==> config.mk <==
export PLATFORM = sky130hd
export DESIGN_NAME = legv8_instr_encoder
export DESIGN_NICKNAME = d
export VERILOG_FILES = /design/src/rtl/legv8_pkg.sv /design/src/rtl/legv8_instr_pack.sv /design/src/rtl/legv8_instr_encoder.sv
export SDC_FILE = /design/constraint.sdc
export NUM_CORES = 1
export LEC_CHECK = 0
export CORE_MARGIN = 4
export CORE_UTILIZATION = 49
export CTS_CLUSTER_DIAMETER = 40
export DETAILED_ROUTE_END_ITERATION = 10
export PLACE_DENSITY = 0.86
export SYNTH_ARGS = -nofsm -noshare
export SYNTH_HDL_FRONTEND = slang
export SYNTH_SLANG_ARGS = --single-unit
==> constraint.sdc <==
create_clock -name clk -period 2.98 [get_ports clk]
set_input_delay 0.596 -clock clk [delete_from_list [all_inputs] [get_ports clk]]
set_output_delay 0.596 -clock clk [all_outputs]
set_load 0.01 [all_outputs]
==> src/rtl/legv8_pkg.sv <==
`default_nettype none
// legv8_pkg: LEGv8 instruction kinds, opcodes, field positions and format packers,
// shared between the instruction encoder and the control decoders.
package legv8_pkg;

  typedef enum logic [3:0] {
    KIND_LDUR  = 4'd0,
    KIND_STUR  = 4'd1,
    KIND_CBZ   = 4'd2,
    KIND_ADD   = 4'd3,
    KIND_SUB   = 4'd4,
    KIND_AND   = 4'd5,
    KIND_ORR   = 4'd6,
    KIND_ADDS  = 4'd7,
    KIND_SUBS  = 4'd8,
    KIND_ADDI  = 4'd9,
    KIND_SUBI  = 4'd10,
    KIND_ADDIS = 4'd11,
    KIND_SUBIS = 4'd12,
    KIND_BCOND = 4'd13
  } kind_t;

  localparam logic [10:0] OP_LDUR  = 11'b11111000010;
  localparam logic [10:0] OP_STUR  = 11'b11111000000;
  localparam logic [7:0]  OP_CBZ   = 8'b10110100;
  localparam logic [7:0]  OP_BCOND = 8'b01010100;

  localparam logic [10:0] OP_ADD   = 11'b10001011000;
  localparam logic [10:0] OP_SUB   = 11'b11001011000;
  localparam logic [10:0] OP_AND   = 11'b10001010000;
  localparam logic [10:0] OP_ORR   = 11'b10101010000;
  localparam logic [10:0] OP_ADDS  = 11'b10101011000;
  localparam logic [10:0] OP_SUBS  = 11'b11101011000;

  localparam logic [9:0]  OP_ADDI  = 10'b1001000100;
  localparam logic [9:0]  OP_SUBI  = 10'b1101000100;
  localparam logic [9:0]  OP_ADDIS = 10'b1011000100;
  localparam logic [9:0]  OP_SUBIS = 10'b1111000100;

  localparam int RD_LSB      = 0;
  localparam int RN_LSB      = 5;
  localparam int R_SHAMT_LSB = 10;
  localparam int R_RM_LSB    = 16;
  localparam int R_OP_LSB    = 21;
  localparam int I_IMM_LSB   = 10;
  localparam int I_OP_LSB    = 22;
  localparam int D_OP2_LSB   = 10;
  localparam int D_ADDR_LSB  = 12;
  localparam int D_OP_LSB    = 21;
  localparam int CB_ADDR_LSB = 5;
  localparam int CB_OP_LSB   = 24;

  localparam int REG_W     = 5;
  localparam int SHAMT_W   = 6;
  localparam int I_IMM_W   = 12;
  localparam int D_ADDR_W  = 9;
  localparam int CB_ADDR_W = 19;

  function automatic logic [31:0] enc_r(logic [10:0] op, logic [4:0] rm,
                                        logic [4:0] rn, logic [4:0] rd);
    logic [31:0] w;
    w = '0;
    w[R_OP_LSB +: 11]         = op;
    w[R_RM_LSB +: REG_W]      = rm;
    w[R_SHAMT_LSB +: SHAMT_W] = '0;
    w[RN_LSB +: REG_W]        = rn;
    w[RD_LSB +: REG_W]        = rd;
    return w;
  endfunction

  function automatic logic [31:0] enc_i(logic [9:0] op, logic [11:0] imm,
                                        logic [4:0] rn, logic [4:0] rd);
    logic [31:0] w;
    w = '0;
    w[I_OP_LSB +: 10]        = op;
    w[I_IMM_LSB +: I_IMM_W]  = imm;
    w[RN_LSB +: REG_W]       = rn;
    w[RD_LSB +: REG_W]       = rd;
    return w;
  endfunction

  function automatic logic [31:0] enc_d(logic [10:0] op, logic [8:0] addr,
                                        logic [4:0] rn, logic [4:0] rt);
    logic [31:0] w;
    w = '0;
    w[D_OP_LSB +: 11]          = op;
    w[D_ADDR_LSB +: D_ADDR_W]  = addr;
    w[D_OP2_LSB +: 2]          = 2'b00;
    w[RN_LSB +: REG_W]         = rn;
    w[RD_LSB +: REG_W]         = rt;
    return w;
  endfunction

  function automatic logic [31:0] enc_cb(logic [7:0] op, logic [18:0] addr,
                                         logic [4:0] rt);
    logic [31:0] w;
    w = '0;
    w[CB_OP_LSB +: 8]           = op;
    w[CB_ADDR_LSB +: CB_ADDR_W] = addr;
    w[RD_LSB +: REG_W]          = rt;
    return w;
  endfunction

endpackage
`default_nettype wire

==> src/rtl/legv8_instr_pack.sv <==
`default_nettype none
// legv8_instr_pack: combinational kind + fields -> 32-bit LEGv8 machine word.
// Unknown kinds yield the all-zero word and raise invalid.
module legv8_instr_pack (
  input  logic [3:0]  kind,
  input  logic [4:0]  rd,
  input  logic [4:0]  rn,
  input  logic [4:0]  rm,
  input  logic [18:0] imm,
  output logic [31:0] word,
  output logic        invalid
);
  import legv8_pkg::*;

  always_comb begin
    word    = 32'h0;
    invalid = 1'b0;
    case (kind)
      KIND_LDUR:  word = enc_d(OP_LDUR, imm[8:0], rn, rd);
      KIND_STUR:  word = enc_d(OP_STUR, imm[8:0], rn, rd);
      KIND_CBZ:   word = enc_cb(OP_CBZ, imm, rd);
      KIND_ADD:   word = enc_r(OP_ADD, rm, rn, rd);
      KIND_SUB:   word = enc_r(OP_SUB, rm, rn, rd);
      KIND_AND:   word = enc_r(OP_AND, rm, rn, rd);
      KIND_ORR:   word = enc_r(OP_ORR, rm, rn, rd);
      KIND_ADDS:  word = enc_r(OP_ADDS, rm, rn, rd);
      KIND_SUBS:  word = enc_r(OP_SUBS, rm, rn, rd);
      KIND_ADDI:  word = enc_i(OP_ADDI, imm[11:0], rn, rd);
      KIND_SUBI:  word = enc_i(OP_SUBI, imm[11:0], rn, rd);
      KIND_ADDIS: word = enc_i(OP_ADDIS, imm[11:0], rn, rd);
      KIND_SUBIS: word = enc_i(OP_SUBIS, imm[11:0], rn, rd);
      // B.cond carries the condition code in the Rt slot
      KIND_BCOND: word = enc_cb(OP_BCOND, imm, rd);
      default:    invalid = 1'b1;
    endcase
  end

endmodule
`default_nettype wire

==> src/rtl/legv8_instr_encoder.sv <==
`default_nettype none
// legv8_instr_encoder: symbolic instruction loader writing packed LEGv8 words to imem.
// Define IMEM_PAD_EN to zero-fill the remaining memory after finish.
module legv8_instr_encoder #(
  parameter int IMEM_DEPTH = 64,
  parameter int AW         = $clog2(IMEM_DEPTH)
) (
  input  logic          clk,
  input  logic          reset,
  input  logic          start,
  input  logic          finish,
  input  logic          in_valid,
  output logic          in_ready,
  input  logic [3:0]    in_kind,
  input  logic [4:0]    in_rd,
  input  logic [4:0]    in_rn,
  input  logic [4:0]    in_rm,
  input  logic [18:0]   in_imm,
  output logic          imem_we,
  output logic [AW-1:0] imem_addr,
  output logic [31:0]   imem_wdata,
  output logic [AW:0]   count,
  output logic          full,
  output logic          done,
  output logic          bad_kind
);
  import legv8_pkg::*;

  localparam int         AW_P1   = AW + 1;
  localparam logic [AW:0] DEPTH_C = AW_P1'(IMEM_DEPTH);
  localparam logic [AW:0] CNT_ONE = AW_P1'(1);

  localparam logic [1:0] S_IDLE = 2'd0;
  localparam logic [1:0] S_LOAD = 2'd1;
  localparam logic [1:0] S_DONE = 2'd2;
`ifdef IMEM_PAD_EN
  localparam logic [1:0] S_PAD  = 2'd3;
  localparam logic [AW:0] LAST_C = DEPTH_C - CNT_ONE;
`endif

  logic [1:0]  state_q;
  logic [1:0]  state_d;
  logic [31:0] pack_word;
  logic        pack_invalid;
  logic        accept;
  logic        wr_en;
  logic [31:0] wr_word;
  logic        wr_bad;
  logic        session_start;

  legv8_instr_pack u_pack (
    .kind    (in_kind),
    .rd      (in_rd),
    .rn      (in_rn),
    .rm      (in_rm),
    .imm     (in_imm),
    .word    (pack_word),
    .invalid (pack_invalid)
  );

  assign full = (count == DEPTH_C);

  always_ff @(posedge clk) begin
    if (reset) state_q <= S_IDLE;
    else       state_q <= state_d;
  end

  always_comb begin
    state_d = state_q;
    case (state_q)
      S_IDLE: if (start) state_d = S_LOAD;
      S_LOAD: begin
        if (finish) begin
`ifdef IMEM_PAD_EN
          state_d = S_PAD;
`else
          state_d = S_DONE;
`endif
        end
      end
`ifdef IMEM_PAD_EN
      // leave on the cycle that performs the last fill write
      S_PAD:  if (full || count == LAST_C) state_d = S_DONE;
`endif
      S_DONE: if (start) state_d = S_LOAD;
      default: state_d = S_IDLE;
    endcase
  end

  always_comb begin
    in_ready      = (state_q == S_LOAD) && !full;
    done          = (state_q == S_DONE);
    accept        = in_valid && in_ready;
    wr_en         = accept;
    wr_word       = pack_word;
    wr_bad        = accept && pack_invalid;
    session_start = start && ((state_q == S_IDLE) || (state_q == S_DONE));
`ifdef IMEM_PAD_EN
    if ((state_q == S_PAD) && !full) begin
      wr_en   = 1'b1;
      wr_word = 32'h0;
    end
`endif
  end

  always_ff @(posedge clk) begin
    if (reset) begin
      count      <= '0;
      imem_we    <= 1'b0;
      imem_addr  <= '0;
      imem_wdata <= 32'h0;
      bad_kind   <= 1'b0;
    end else begin
      imem_we <= wr_en;
      if (wr_en) begin
        imem_addr  <= count[AW-1:0];
        imem_wdata <= wr_word;
      end
      if (session_start) begin
        count    <= '0;
        bad_kind <= 1'b0;
      end else begin
        if (wr_en)  count    <= count + CNT_ONE;
        if (wr_bad) bad_kind <= 1'b1;
      end
    end
  end

endmodule
`default_nettype wire

==> key figures, run 1 <==
Clocking
  • Clk root buf: clkbuf_8
  • Clk sinks: 49
  • Post-CTS Setup Bufs: 0
  • # H-tree levels: 2
  • Hold-fix buffers, CTS: 0
  • CTS tree: yes
  • PostCTS Resize Cnt: 0
  • Clock Path Buffers: 2
  • Worst-skew pair later-pin latency: between 0.3 and 0.4 ns
  • Clock transition at path regs: 0.08 ns
  • Num CTS Buffers: 5

Drt
  • Drt wl/cell: approximately 17 microns
  • DR vias/cell: roughly 6
  • Remaining DRCs: 0
  • Detailed Route WL: about 8400 microns
  • DR vias: 2930
  • Pre-Repair DR Iteration Count: 8
  • DRT iter0 DRCs: between 300 and 400
  • DRT antenna net count: 0

Final layout
  • Share of post-route cells with drive strength above 1: around 7.6%
  • Area Overhead vs Synth: 39.5%
  • Multi-input logic area: roughly 1600 sq um
  • Final core occ: 72.2%
  • Final #Nets: 452
  • Diode count: 0
  • Final non-filler cell total: 478
  • Register Area: 981 sq um
  • Post-Layout Inst Area: 3780 sq um
  • # fillers: 421

Job
  • Max-cap violations: 0

Place
  • Post-DP Area: 3680 sq um
  • Post-DP HPWL: 6180 microns
  • Gpl congestion: 0.894
  • Port Buffer Count: 92
  • Placed cells: 470

Status
  • Outcome: finished, final reports clean

Power
  • Switching pwr: 0.000402 W
  • Switching Fraction: 28.5%
  • Power share of the clock group: a little under 30%
  • Peak VDD IR: ~0.00023 V
  • Lkg Pwr: between 1 and 1.5 nW
  • Internal: 0.00101 W
  • Sequential share of power: 48.1%
  • Combinational share of power: 22.2%
  • Power per cell area: 374 nW/um^2

Synth
  • Top_reg_cell synth: dfxtp_1
  • Synth Instances: 322
  • Yosys reg bits: between 40 and 50
  • Synth Area in XOR/XNOR: 2.26%
  • Simple-Gate Fraction of Synth Area: 18.5%
  • Post-synthesis compound-gate area fraction: 34.1%
  • Post-synthesis cell area: 2710 sq um
  • Syn nets: 367
  • Synth warn: 0
  • Sequential fraction of the synthesis area: 36.2%
  • Post-synthesis mux area share: 2.68%
  • Synth cell types: 51
  • Largest family of logic cells by synthesized area: compound AO/OA/AOI/OAI gates
  • Mean area per synthesized cell: 8.42 sq um
  • Number of synthesized flops with an enable pin: 0
  • Ys async rst share: 0%
  • Synth Area in Adders: 0.923%

Die
  • Placeable Area: 5240 sq um
  • Cell Rows: 26
  • IO Pins: 93
  • DIE HEIGHT: 82.4 microns
  • Die width: 82.4 microns
  • Starting Density: 51.7%
  • Die area: 6780 sq um

Worst setup path
  • Critical path's slowest cell: clkdlybuf4s50_1
  • Max FO, Critical Path: 7
  • CP Launch Type: register
  • CP cell instances: inv_1 -> ha_1 -> nor4bb_4 -> and2_1 -> nor3b_1 -> clkdlybuf4s50_1
  • Worst path top cell family by delay: buffers and inverters
  • WP data arrival: 2.20 ns
  • CP required: 2.38 ns
  • Crit end category: primary output
  • Crit path largest cell delay: around 0.57 ns
  • Crit path buf inv count: 2
  • WS Path Type: register to primary output

Timing
  • Slew @ Worst Pin: ~0.64 ns
  • Max-slew headroom: 57.2%
  • Final setup viols: 0
  • Clock Skew: 0.0121 ns
  • Pins over their slew limit: 0
  • Hold Violations, Final: 0
  • Final period util: 94.0%
  • FMAX: 357 MHz
  • RSZ-0062 raised after global routing: no
  • Fin crit period: between 2 and 3 ns
  • Final TNS setup: 0 ns

Min path
  • Hold Path Class: register to register

GRT
  • Gr ovfl total: 0
  • Vias in the first global route: 2604
  • Initial antenna violation count: 0
  • Wire length of the first global-routing pass: 13100 microns
  • Largest net degree at the start of global routing: 25
  • Total global-route track usage: 24.9%
registers in the layout, indices dropped and copies added, names as in the netlist:
name / cells
bad_kind: 1
count: 7
imem_addr: 6
imem_wdata: 32
imem_we: 1
state_q: 2
final timing paths:
| check | depth (start not counted) | slack [ns] | to | from |
|---|---|---|---|---|
| max | 6 | 0.18 | in_ready | count[0]$_SDFFE_PP0P_ |
| min | 2 | 0.45 | imem_wdata[7]$_SDFFE_PP0P_ | imem_wdata[7]$_SDFFE_PP0P_ |
| max reg2reg | 7 | 0.91 | imem_wdata[21]$_SDFFE_PP0P_ | count[0]$_SDFFE_PP0P_ |
| min reg2reg | 2 | 0.45 | imem_wdata[7]$_SDFFE_PP0P_ | imem_wdata[7]$_SDFFE_PP0P_ |
cell families after synthesis:
logic type | count (synthesis)
xor+xnor | 7
mux | 7
fa+ha+maj | 2
compound gates | 129
buf+inv | 31
flops | 49
simple gates | 97
cells in the final DEF, fill, tap and decap left out, types with 3 or more instances in the layout:
cell	instances
a211oi_1	3
a21oi_1	24
a222oi_1	4
a22o_1	16
a22oi_1	32
a31oi_1	4
a32o_1	4
a32oi_1	3
buf_4	12
clkbuf_8	6
clkdlybuf4s50_1	92
dfxtp_1	49
inv_1	4
mux2i_1	5
nand2_1	32
nand2b_1	5
nand4_1	4
nor2_1	26
nor2b_1	5
nor3_1	4
nor3b_1	4
o21ai_0	16
o21ai_1	7
o22ai_1	5
or3_1	3
xor2_1	5
stage by stage:
stage | power, W | worst slack [ns] | hold WS (ns)
2_1_floorplan | 0.000859 | 0.959 | 0.471
3_3_place_gp | 0.000999 | 0.437 | 0.436
3_5_place_dp | 0.00100 | 0.333 | 0.448
4_1_cts | 0.00141 | 0.154 | 0.459
5_1_grt | 0.00147 | 0.0809 | 0.474
6_report | 0.00141 | 0.179 | 0.452
layout make-up:
type / instances / share of cell area [%]
tap: 70 / 2.32
clock inverter: 2 / 0.364
multi-input combinational: 242 / 41.9
clock buffer: 6 / 2.18
inverter: 5 / 0.497
sequential: 49 / 26.0
timing repair buffer: 104 / 26.7
power by group through the flow:
stage / Clock (W) / Combinational, W / Sequential (W)
2_1_floorplan: 0 / 0.000158 / 0.000701
3_3_place_gp: 0 / 0.000304 / 0.000695
3_5_place_dp: 0 / 0.000308 / 0.000696
4_1_cts: 0.000420 / 0.000309 / 0.000680
5_1_grt: 0.000447 / 0.000338 / 0.000682
6_report: 0.000419 / 0.000314 / 0.000680
per-layer routing:
metal	vias to the layer above	wire, microns	GRT usage (%)	share of wire (%)
met2	150	3970	38.1	48
met5	-	0	0	0
met3	14	628	3.47	7.5
li1	1385	-	-	-
met4	0	145	7.48	1.7
met1	1381	3610	36.0	43
worst register-to-register path, stage by stage, from the launching register on:
cell and delay (ns):
dfxtp_1 0.48, inv_1 0.08, ha_1 0.20, nor4bb_4 0.18, a21o_4 0.33, a31oi_4 0.20, nor2b_4 0.36, a22o_1 0.20
synthesized netlist by cell type (all sizes together) (4+ instances only):
master	n	area, sq um
a222oi	4	40.0
dfxtp	49	981
a22oi	32	240
clkbuf	8	30.0
nand2	32	120
o21ai	23	115
a31oi	5	46.3
mux2i	5	50.1
nor3b	4	30.0
inv	4	15.0
nand2b	5	31.3
nor2b	6	45.0
nand4	4	25.0
a22o	16	140
nor2	28	115
o22ai	5	31.3
buf	18	95.1
nor3	4	20.0
xor2	5	43.8
a21oi	25	136
a32o	4	40.0
(Power assumes the default switching activity.)
==> run 2: changes to the inputs <==
Settings changed: CORE_UTILIZATION 49 to 30, CTS_CLUSTER_SIZE set to 16, PLACE_DENSITY 0.86 to not set.
==> run 2 against run 1 <==
Effect of this change: hold slack gained 0.0025 ns; die area grew 57%; via count shrank 2.5%; clock-buffer cell count shrank 1; critical path depth is the same; non-clock buffer count shrank 2; cell area grew 1.2%; critical path type unchanged; largest cell class unchanged; highest routed layer unchanged.
==> key figures, run 2 (synthesized netlist as in run 1, its figures left out) <==
Clocking
  • Post-CTS Setup Bufs: 0 (unchanged)
  • Clock Path Buffers: 2 (unchanged)
  • Clk root buf: clkbuf_8
  • Num CTS Buffers: 5 (unchanged)
  • # H-tree levels: 2 (unchanged)
  • Clock transition at path regs: 0.10 ns (+0.02 ns)
  • Clk sinks: 49 (unchanged)
  • CTS tree: yes
  • PostCTS Resize Cnt: 0 (unchanged)
  • Hold-fix buffers, CTS: 0 (unchanged)
  • Worst-skew pair later-pin latency: 0.31 ns (about the same)

Worst setup path
  • CP Launch Type: register
  • WS Path Type: register to primary output
  • R2r endpoint: imem_wdata[11]$_SDFFE_PP0P_
  • Worst setup path endpoint: in_ready
  • Worst setup path start: count[0]$_SDFFE_PP0P_
  • R2r worst-path depth: 6 (-1)
  • R2r startpoint: count[0]$_SDFFE_PP0P_
  • Max FO, Critical Path: 7 (unchanged)
  • R2R Setup Slk: 0.95 ns (+0.04 ns)
  • WP data arrival: 2.17 ns (-0.03 ns)
  • Crit end category: primary output
  • CP required: 2.38 ns (about the same)

Drt
  • DR vias: 2858 (-2.5%)
  • Drt wl/cell: 16.6 microns (-5.0%)
  • DRT antenna net count: 0 (unchanged)
  • DRT iter0 DRCs: 152 (-51%)
  • Remaining DRCs: 0 (unchanged)
  • DR vias/cell: 5.56 (-9.3%)
  • Pre-Repair DR Iteration Count: 5 (-3)
  • Detailed Route WL: 8540 microns (+2.2%)

Die
  • IO Pins: 93 (unchanged)
  • Cell Rows: 34 (+31%)
  • Die area: 10600 sq um (+57%)
  • Placeable Area: 8760 sq um (+67%)
  • Die width: 103 microns (+25%)
  • DIE HEIGHT: 103 microns (+25%)
  • Starting Density: 30.9% (-21 points)

Final layout
  • Max FFs per register: 32 (unchanged)
  • Final #Nets: 450 (-0.44%)
  • Most frequent cells in the layout: clkdlybuf4s50_1, dfxtp_1, nand2_1, a22oi_1, nor2_1
  • Area Overhead vs Synth: 41.1%
  • Share of post-route cells with drive strength above 1: 7.14% (-0.46 points)
  • Commonest non-fill, non-tap cell in the layout: clkdlybuf4s50_1
  • Diode count: 0 (unchanged)
  • Largest regs: imem_wdata x32, count x7, imem_addr x6
  • Top reg by flops: imem_wdata
  • Post-Layout Inst Area: 3820 sq um (+1.2%)

GRT
  • Initial antenna violation count: 0 (unchanged)
  • Vias in the first global route: 2599 (-0.19%)
  • GR Util met3: 2.98% (-0.49 points)
  • Wire length of the first global-routing pass: 13100 microns (+0.27%)
  • Gr ovfl total: 0 (unchanged)
  • Global routing's busiest layer: met2
  • Met2 Usage GRT: 24.3% (-14 points)
  • M1 GR Usage: 20.9% (-15 points)
  • Largest net degree at the start of global routing: 46 (+84%)
  • Total global-route track usage: 15.3% (-9.6 points)

Timing
  • Fin crit period: 2.77 ns (-0.0310 ns)
  • Max-slew headroom: 57.9% (+0.69 points)
  • Final setup viols: 0 (unchanged)
  • Final TNS setup: 0 ns (unchanged)
  • Pins over their slew limit: 0 (unchanged)
  • Slew @ Worst Pin: 0.627 ns (-0.0132 ns)
  • Hold Violations, Final: 0 (unchanged)
  • Clock Skew: 0.00737 ns (-0.00477 ns)
  • FMAX: 361 MHz (+1.1%)
  • Final period util: 92.9% (-1.0 points)
  • RSZ-0062 raised after global routing: no

Place
  • Port Buffer Count: 92 (unchanged)
  • Gpl congestion: 0.874 (-2.2%)
  • Post-DP HPWL: 6290 microns (+1.8%)
  • Post-DP Area: 3730 sq um (+1.2%)

Power
  • Lkg Pwr: 1.29 nW (-1.1%)
  • Pwr Total: 0.00141 W (-0.37%)
  • Power per cell area: 368 nW/um^2 (-1.5%)
  • Peak VDD IR: 0.000162 V (-31%)

Min path
  • Hold Path Class: register to register

Status
  • Outcome: finished, final reports clean

Job
  • Max-cap violations: 0 (unchanged)
## run 2: changes by cell type in the layout (fill, tap and decap cells not counted)
cell	delta
buf_12	+1
clkinv_4	-1
clkinvlp_4	+2
clkbuf_8	-1
clkinv_2	-1
inv_8	+1
buf_4	-3
## run 2: critical path, cell delays in order, from the launching register on
cell	delay [ns]
dfxtp_1	0.48
inv_1	0.08
ha_1	0.20
nor4bb_4	0.18
and2_1	0.19
nor3b_1	0.17
clkdlybuf4s50_1	0.56
## run 2: per-stage QoR
step | hold slack (ns) | worst slack [ns] | instances | utilization [%]
2_1_floorplan | 0.471 | 0.959 | 322 | -
3_3_place_gp | 0.439 | 0.482 | 506 | 42.5
3_5_place_dp | 0.441 | 0.431 | 506 | 42.5
4_1_cts | 0.457 | 0.188 | 514 | 43.6
5_1_grt | 0.465 | 0.0875 | 514 | 43.6
6_report | 0.454 | 0.210 | 514 | 43.6
## run 2: worst min path at each step
stage                          startpoint                          to  slack, ns  depth (start not counted)
2_1_floorplan  imem_wdata[5]$_SDFFE_PP0P_  imem_wdata[5]$_SDFFE_PP0P_       0.47                          2
3_3_place_gp   imem_wdata[9]$_SDFFE_PP0P_  imem_wdata[9]$_SDFFE_PP0P_       0.44                          2
3_5_place_dp   imem_wdata[6]$_SDFFE_PP0P_  imem_wdata[6]$_SDFFE_PP0P_       0.44                          2
4_1_cts        imem_wdata[7]$_SDFFE_PP0P_  imem_wdata[7]$_SDFFE_PP0P_       0.46                          2
5_1_grt        imem_wdata[9]$_SDFFE_PP0P_  imem_wdata[9]$_SDFFE_PP0P_       0.46                          2
6_report       imem_wdata[7]$_SDFFE_PP0P_  imem_wdata[7]$_SDFFE_PP0P_       0.45                          2
## run 2: layout make-up
cell class	instances	area, sq um
Inverter	5	18.8
Clock inverter	3	26.3
Fill cell	877	4940
Timing Repair Buffer	102	1010
Tap cell	108	135
Multi-Input combinational cell	242	1590
Sequential cell	49	981
Clock buffer	5	68.8
## run 2: power by group
part | total [W] | internal [W] | switching [W]
logic | 0.000311 | 0.000153 | 0.000158
clock network | 0.000417 | 0.000171 | 0.000246
registers | 0.000680 | 0.000670 | 0.00000989
## run 2: metal layers
metal,share of wire (%),wire length (microns)
met4,1.3,108
met2,46,3910
met5,0,0
met3,8.1,688
met1,45,3830
==> run 3: changes to the inputs <==
Settings changed: RECOVER_POWER set to 25.
==> run 3 against run 2 <==
Effect of this change: sequential power is essentially flat; hold slack got worse by 0.0025 ns; non-clock buffer count unchanged; first-iteration DRC count rose by 2.0%; sequential cell count unchanged; via count fell by 0.38%; cell area barely moved; register-to-register slack barely moved; combinational power decreased by 1%; global-route usage unchanged.
==> key figures, run 3 (synthesized netlist as in run 1, its figures left out) <==
Drt
  • Remaining DRCs: 0 (unchanged)
  • Detailed Route WL: 8540 microns (about the same)
  • DRT antenna net count: 0 (unchanged)
  • Pre-Repair DR Iteration Count: 5 (unchanged)
  • DR vias: 2847 (-0.38%)
  • DR vias/cell: 5.54 (-0.38%)
  • Drt wl/cell: 16.6 microns (about the same)
  • DRT iter0 DRCs: 155 (+2.0%)

Timing
  • Pins over their slew limit: 0 (unchanged)
  • Fin crit period: 2.76 ns (-0.00769 ns)
  • Hold Violations, Final: 0 (unchanged)
  • Max-slew headroom: 46.6% (-11 points)
  • Final period util: 92.7% (-0.26 points)
  • FMAX: 362 MHz (+0.28%)
  • Slew @ Worst Pin: 0.801 ns (+0.174 ns)
  • Final TNS setup: 0 ns (unchanged)
  • Clock Skew: 0.00669 ns (-0.000680 ns)
  • Final setup viols: 0 (unchanged)
  • RSZ-0062 raised after global routing: no

Die
  • Die width: 103 microns (unchanged)
  • Cell Rows: 34 (unchanged)
  • Die area: 10600 sq um (unchanged)
  • IO Pins: 93 (unchanged)
  • Placeable Area: 8760 sq um (unchanged)
  • DIE HEIGHT: 103 microns (unchanged)
  • Starting Density: 30.9% (unchanged)

Place
  • Port Buffer Count: 92 (unchanged)
  • Placed cells: 506 (unchanged)
  • Gpl congestion: 0.874 (unchanged)
  • Post-DP Area: 3730 sq um (unchanged)
  • Post-DP HPWL: 6290 microns (unchanged)

GRT
  • Gr ovfl total: 0 (unchanged)
  • Wire length of the first global-routing pass: 13100 microns (unchanged)
  • Total global-route track usage: 15.3% (unchanged)
  • Largest net degree at the start of global routing: 46 (unchanged)
  • Initial antenna violation count: 0 (unchanged)
  • Vias in the first global route: 2599 (unchanged)

Clocking
  • Clk root buf: clkbuf_8
  • Num CTS Buffers: 5 (unchanged)
  • PostCTS Resize Cnt: 0 (unchanged)
  • CTS tree: yes
  • # H-tree levels: 2 (unchanged)
  • Worst-skew pair later-pin latency: 0.30 ns (about the same)
  • Clock Path Buffers: 2 (unchanged)
  • Hold-fix buffers, CTS: 0 (unchanged)
  • Clk sinks: 49 (unchanged)
  • Clock transition at path regs: 0.10 ns (about the same)
  • Post-CTS Setup Bufs: 0 (unchanged)

Power
  • Pwr Total: 0.00140 W (-0.33%)
  • Lkg Pwr: 1.36 nW (+5.3%)
  • Peak VDD IR: 0.000161 V (-0.75%)
  • Power per cell area: 367 nW/um^2 (-0.24%)

Final layout
  • Share of post-route cells with drive strength above 1: 6.90% (-0.25 points)
  • Diode count: 0 (unchanged)
  • Max FFs per register: 32 (unchanged)
  • Top reg by flops: imem_wdata
  • Final core occ: 43.6% (about the same)
  • Final non-filler cell total: 514 (unchanged)
  • Area Overhead vs Synth: 41.0% (about the same)
  • Multi-input logic area: 1590 sq um (unchanged)
  • Post-Layout Inst Area: 3820 sq um (about the same)
  • Commonest non-fill, non-tap cell in the layout: clkdlybuf4s50_1
  • Final #Nets: 450 (unchanged)
  • Most frequent cells in the layout: clkdlybuf4s50_1, dfxtp_1, nand2_1, a22oi_1, nor2_1
  • # fillers: 878 (+0.11%)
  • Largest regs: imem_wdata x32, count x7, imem_addr x6
  • Register Area: 981 sq um (unchanged)

Status
  • Outcome: finished, final reports clean

Worst setup path
  • Worst setup path start: count[0]$_SDFFE_PP0P_
  • R2r endpoint: imem_wdata[11]$_SDFFE_PP0P_
  • Max FO, Critical Path: 7 (unchanged)
  • CP required: 2.38 ns (about the same)
  • R2r worst-path depth: 6 (unchanged)
  • R2r startpoint: count[0]$_SDFFE_PP0P_
  • Crit end category: primary output
  • Worst setup path endpoint: in_ready
  • R2R Setup Slk: 0.95 ns (about the same)
  • CP Launch Type: register
  • WP data arrival: 2.17 ns (about the same)
  • WS Path Type: register to primary output

Job
  • Max-cap violations: 0 (unchanged)

Min path
  • Hold Path Class: register to register
-- run 3: routing by layer --
metal  track usage, %  part of all wire (%)  up-vias
li1                 -                     -     1384
met1             20.9                    45     1319
met2             24.3                    45      132
met3             2.98                   8.3       12
met4             4.68                   1.3        0
met5                0                     0        -
-- run 3: layout make-up --
| type | instances | area share [%] |
|---|---|---|
| Tap cell | 108 | 3.54 |
| Timing Repair Buffer | 102 | 26.3 |
| Multi-Input combinational cell | 242 | 41.5 |
| Clock inverter | 3 | 0.688 |
| Inverter | 5 | 0.491 |
| Sequential cell | 49 | 25.7 |
| Clock buffer | 5 | 1.80 |
-- run 3: worst max-delay path, cell delays in order, from the launching register on --
cell	delay [ns]
dfxtp_1	0.48
inv_1	0.08
ha_1	0.20
nor4bb_4	0.18
and2_1	0.19
nor3b_1	0.17
clkdlybuf4s50_1	0.56
-- run 3: worst min path at each step --
stage | start | end | slack, ns | depth (start not counted)
after floorplan | imem_wdata[5]$_SDFFE_PP0P_ | imem_wdata[5]$_SDFFE_PP0P_ | 0.47 | 2
after global placement | imem_wdata[9]$_SDFFE_PP0P_ | imem_wdata[9]$_SDFFE_PP0P_ | 0.44 | 2
after detailed placement | imem_wdata[6]$_SDFFE_PP0P_ | imem_wdata[6]$_SDFFE_PP0P_ | 0.44 | 2
after CTS | imem_wdata[7]$_SDFFE_PP0P_ | imem_wdata[7]$_SDFFE_PP0P_ | 0.46 | 2
after global routing | imem_wdata[9]$_SDFFE_PP0P_ | imem_wdata[9]$_SDFFE_PP0P_ | 0.46 | 2
final | imem_wdata[17]$_SDFFE_PP0P_ | imem_wdata[17]$_SDFFE_PP0P_ | 0.45 | 2
-- run 3: stage by stage --
step | hold WS [ns] | setup WS, ns
2_1_floorplan | 0.471 | 0.959
3_3_place_gp | 0.439 | 0.482
3_5_place_dp | 0.441 | 0.431
4_1_cts | 0.457 | 0.188
5_1_grt | 0.462 | 0.0875
6_report | 0.452 | 0.218
-- run 3: power breakdown --
| part | leakage (nW) | switching (W) | internal, W | total (W) |
|---|---|---|---|---|
| registers | 0.396 | 0.00000954 | 0.000670 | 0.000680 |
| logic | 0.921 | 0.000159 | 0.000149 | 0.000307 |
| clock network | 0.0423 | 0.000246 | 0.000171 | 0.000417 |
